[src/rtl/count_pkg.sv]
// Shared definitions for the loadable down-counter block: FSM state encoding
// and default counter geometry.
package count_pkg;

  localparam int COUNT_WIDTH = 4;
  localparam int COUNT_MAX   = 10;

  typedef enum logic [1:0] {
    IDLE  = 2'd0,
    RUN   = 2'd1,
    PAUSE = 2'd2,
    DONE  = 2'd3
  } state_t;

endpackage

[src/rtl/count_dn_core.sv]
// Count register with saturating load, decrement and wrap-to-MAX, driven by
// one-hot-ish strobes from the controlling FSM (ld has priority).
module count_dn_core
  import count_pkg::*;
#(
  parameter int WIDTH = COUNT_WIDTH,
  parameter int MAX   = COUNT_MAX
) (
  input  logic             clk,
  input  logic             res,
  input  logic             ld,
  input  logic [WIDTH-1:0] ld_val,
  input  logic             dec,
  input  logic             wrap,
  output logic [WIDTH-1:0] q
);

  localparam logic [WIDTH-1:0] MAX_V = WIDTH'(MAX);

  logic [WIDTH-1:0] q_q;
  logic [WIDTH-1:0] q_d;

  always_comb begin
    q_d = q_q;
    if (ld) begin
      q_d = (ld_val > MAX_V) ? MAX_V : ld_val;
    end else if (wrap) begin
      q_d = MAX_V;
    end else if (dec) begin
      // The FSM only asserts dec when q is nonzero, so this never underflows.
      q_d = q_q - WIDTH'(1);
    end
  end

  always_ff @(posedge clk or posedge res) begin
    if (res) begin
      q_q <= '0;
    end else begin
      q_q <= q_d;
    end
  end

  assign q = q_q;

endmodule

[src/rtl/count_down.sv]
// Loadable down-counter: counts a loaded value to zero, then either wraps to
// MAX (t=1) or stops in DONE until acknowledged (t=0).
module count_down
  import count_pkg::*;
#(
  parameter int WIDTH = COUNT_WIDTH,
  parameter int MAX   = COUNT_MAX
) (
  input  logic             clk,
  input  logic             res,
  input  logic             load,
  input  logic [WIDTH-1:0] load_val,
  input  logic             start,
  input  logic             pause,
  input  logic             t,
  input  logic             ack,
  output logic [WIDTH-1:0] Q,
  output logic             zero,
  output logic             busy,
  output logic             done
);

  state_t state_q;
  state_t state_d;
  logic   ld;
  logic   dec;
  logic   wrap;

  count_dn_core #(
    .WIDTH (WIDTH),
    .MAX   (MAX)
  ) u_core (
    .clk    (clk),
    .res    (res),
    .ld     (ld),
    .ld_val (load_val),
    .dec    (dec),
    .wrap   (wrap),
    .q      (Q)
  );

  assign zero = (Q == '0);

  always_ff @(posedge clk or posedge res) begin
    if (res) begin
      state_q <= IDLE;
    end else begin
      state_q <= state_d;
    end
  end

  always_comb begin
    state_d = state_q;
    ld      = 1'b0;
    dec     = 1'b0;
    wrap    = 1'b0;
    case (state_q)
      IDLE: begin
        ld = load;
        if (start) begin
          state_d = RUN;
        end
      end
      RUN: begin
        if (pause) begin
          state_d = PAUSE;
        end else if (!zero) begin
          dec = 1'b1;
        end else if (t) begin
          wrap = 1'b1;
        end else begin
          state_d = DONE;
        end
      end
      PAUSE: begin
        // A load while paused keeps the FSM paused so the new value is not
        // decremented on the same edge it lands.
        if (load) begin
          ld = 1'b1;
        end else if (!pause) begin
          state_d = RUN;
        end
      end
      DONE: begin
        ld = load;
        if (ack) begin
          state_d = IDLE;
        end
      end
      default: begin
        state_d = IDLE;
      end
    endcase
  end

  // Status flags are pure decodes of the state register.
  assign busy = (state_q == RUN) || (state_q == PAUSE);
  assign done = (state_q == DONE);

endmodule

[config.mk]
export PLATFORM = sky130hd
export DESIGN_NAME = count_down
export DESIGN_NICKNAME = d
export VERILOG_FILES = /design/src/rtl/count_pkg.sv /design/src/rtl/count_dn_core.sv /design/src/rtl/count_down.sv
export SDC_FILE = /design/constraint.sdc
export NUM_CORES = 1
export LEC_CHECK = 0
export CORE_ASPECT_RATIO = 1.25
export CORE_MARGIN = 2
export CORE_UTILIZATION = 30
export DETAILED_ROUTE_END_ITERATION = 7
export GPL_TIMING_DRIVEN = 0
export SETUP_SLACK_MARGIN = 0.5
export SYNTH_ARGS = -nofsm -noshare
export SYNTH_HDL_FRONTEND = slang
export SYNTH_SLANG_ARGS = --single-unit
[constraint.sdc]
create_clock -name clk -period 2.1 [get_ports clk]
set_input_delay 0.42 -clock clk [delete_from_list [all_inputs] [get_ports clk]]
set_output_delay 0.42 -clock clk [all_outputs]
set_load 0.05 [all_outputs]
==> key figures <==
Status
  – Status: completed

Synthesis
  – Post-Syn Area: approximately 540 um2
  – Synth warn: 0
  – Synth Register Bits: 6
  – Biggest area consumer among synthesized cells: dfrtp_1
  – Avg Cell Area, Syn: a little under 10 um2
  – Top cells by count, synth: 8 x inv_1, 6 x dfrtp_1, 6 x ha_1, 4 x a21oi_1, 3 x a31oi_1
  – Seq/Total Area, Yosys: 0.277
  – Share of the synthesized area in the top cell type: 0.277
  – Synth top area cells: dfrtp_1 28%, ha_1 14%, a2111oi_4 10%, inv_1 5.5%, a21oi_1 3.7%
  – Distinct cell type count after synthesis: 26
  – Cells after Synth: 56
  – Most common flop cell mapped by yosys: dfrtp_1
  – Synthesized net count: 73
  – EDFF count, synth: 0
  – Asr flop ratio synth: 1.00
  – Count leader, synth: inv_1

Worst setup path
  – Crit path kind: reg -> reg
  – Reg-to-reg slack, setup: approximately 0.37 ns
  – Worst r2r dst: state_q[0]
  – R2r startpoint: u_core.q[0]
  – CP Buf/Inv Count: 1
  – Crit-path max FO: 5
  – CP endpoint kind: register
  – Worst EP arrival: roughly 1.9 ns
  – Top Family by Delay on Critical Path: simple AND/OR/NAND/NOR gates
  – Req. time, crit path: 2.27 ns
  – Startpoint Class: register
  – CP max stage cell: or4b_4
  – Reg2Reg Depth: 5
  – Critical Path Max Stage Delay: approximately 0.52 ns
  – Cell Chain, Critical Path: inv_2 -> ha_4 -> or4b_4 -> a2111oi_4 -> o22a_1

Floorplanning
  – # rows: 17
  – Core area: roughly 1700 um2
  – Die width: 42.0 um
  – Die height: 51.5 um
  – Overall die area: roughly 2200 um2
  – Boundary Pins: 18
  – Initial core utilization: 0.314

Clocking
  – Clock slew at reported path FFs: ~0.050 ns
  – H-Tree Depth: 1
  – CTS Sinks: 6
  – CTS Root Cell: clkbuf_4
  – Worst skew pair latency: between 0.2 and 0.25 ns
  – CTS tree: yes
  – Total CTS buffers: 3
  – Cts hold-fix bufs: 0
  – Clock Tree Buf Depth: 2

STA
  – Max-slew headroom: 0.676
  – Count of pins over their slew limit: 0
  – Fin. Hold Viols: 0
  – Unrepaired setup endpoints after global routing: true
  – Worst Skew: approximately 0.0085 ns
  – Fin crit share: 0.825
  – Measured slew at the worst slew-check pin: ~0.49 ns
  – Max frequency: 0.577 GHz
  – Crit path time final: roughly 1.7 ns
  – Setup TNS: 0 ns
  – Final setup fails: 0

Drt
  – Avg Vias per Cell: 5.16
  – DRT Pass-1 Iters: 2
  – Via count: about 530
  – Final antenna-violating net count: 0
  – DR DRC count: 0
  – DRT Wirelength: between 1000 and 1500 um
  – Initial DRC Count: 6
  – WL/cell: about 12 um

Global route
  – Vias in the first global route: between 500 and 600
  – Total Routing Usage GR: 0.122
  – Largest net degree at the start of global routing: 9
  – Initial antenna violation count: 0
  – GRT overflow: 0
  – First-pass GRT wire length: about 2000 um

Final layout
  – Area growth, synth to finish: 58.4%
  – Antenna diodes: 0
  – Layout cells sized above 1: 0.386
  – Register area: about 150 um2
  – Nets: 101
  – Multi-input logic area: 399 um2
  – Design Area, Final: ~860 um2
  – Fillers: around 170
  – Count of non-filler cells in the finished layout: a little over 100

Place
  – Final RePlAce weighted congestion: 0.745
  – Placed cells: between 90 and 100
  – Placed cell areas: 766 um2
  – # port buffers: 17
  – Post-DP HPWL: approximately 950 um

Run
  – Max_cap viols: 0

Power
  – Worst ir drop on vdd: between 0.001 and 0.0015 V
  – P_leak: between 0.3 and 0.4 nW
  – PwrDens: roughly 1600 nW/um2

Hold path
  – Worst hold path class: in -> async
registers in the layout (all words and copies together), names as in the netlist:
signal and cells:
state_q 2, u_core.q 4
logic make-up (layout without fill, tap and decap cells):
logic type	count (synthesis)	after routing	share of synthesized area
compound gates	18	18	0.296
fa+ha+maj	6	6	0.139
buf+inv	10	37	0.0693
flops	6	6	0.277
mux	2	2	0.0370
simple gates	14	14	0.182
routing by layer:
metal / track usage / wire length [um]
met1: 0.126 / 471
met2: 0.221 / 658
met3: 0.0174 / 57
met4: 0.0938 / 27
met5: 0 / 0
report_power, final:
group          internal [mW]  switching (mW)  total (mW)
clock                 0.0721          0.0431       0.115
sequential             0.182          0.0963       0.279
combinational          0.449           0.551       0.999
total                  0.703           0.690        1.39
placed cells by master, fill, tap and decap left out, drive strengths merged, types with 3 or more instances in the layout:
cell type      instances
a31oi                  3
clkbuf                 6
clkdlybuf4s50         10
clkdlybuf4s15          3
inv                    8
ha                     6
buf                    9
a21oi                  4
dfrtp                  6
final cells by class:
type                    count  area share
clock buffers               4      0.0306
flip-flops and latches      6       0.179
well taps                  19      0.0277
inverters                   8      0.0350
repair buffers             23       0.252
multi-input cells          40       0.465
plain buffers               2      0.0102
metrics by stage:
stage | util | hold slack (ns) | worst slack, ns | total power [mW]
global placement | 0.444 | 0.585 | -0.00266 | 1.19
finish | 0.498 | 0.389 | 0.368 | 1.39
detailed placement | 0.444 | 0.582 | -0.00875 | 1.19
floorplan | - | 0.211 | 0.314 | 0.946
CTS | 0.485 | 0.396 | 0.363 | 1.37
global route | 0.498 | 0.425 | 0.312 | 1.49
timing repair:
action                     in CTS  in global routing
setup endpoints to repair      12                 11
pin swaps                       1                  2
resized for setup              30                  5
buffers inserted                6                  0
how the worst max path moves through the flow:
stage | cells past startpoint | end | from
global route | 5 | state_q[0] | u_core.q[0]
detailed placement | 4 | zero | u_core.q[1]
global placement | 4 | zero | u_core.q[0]
finish | 5 | state_q[0] | u_core.q[0]
CTS | 5 | state_q[0] | u_core.q[0]
floorplan | 5 | state_q[0] | u_core.q[1]
No activity file was read; power rests on OpenSTA's default activity.
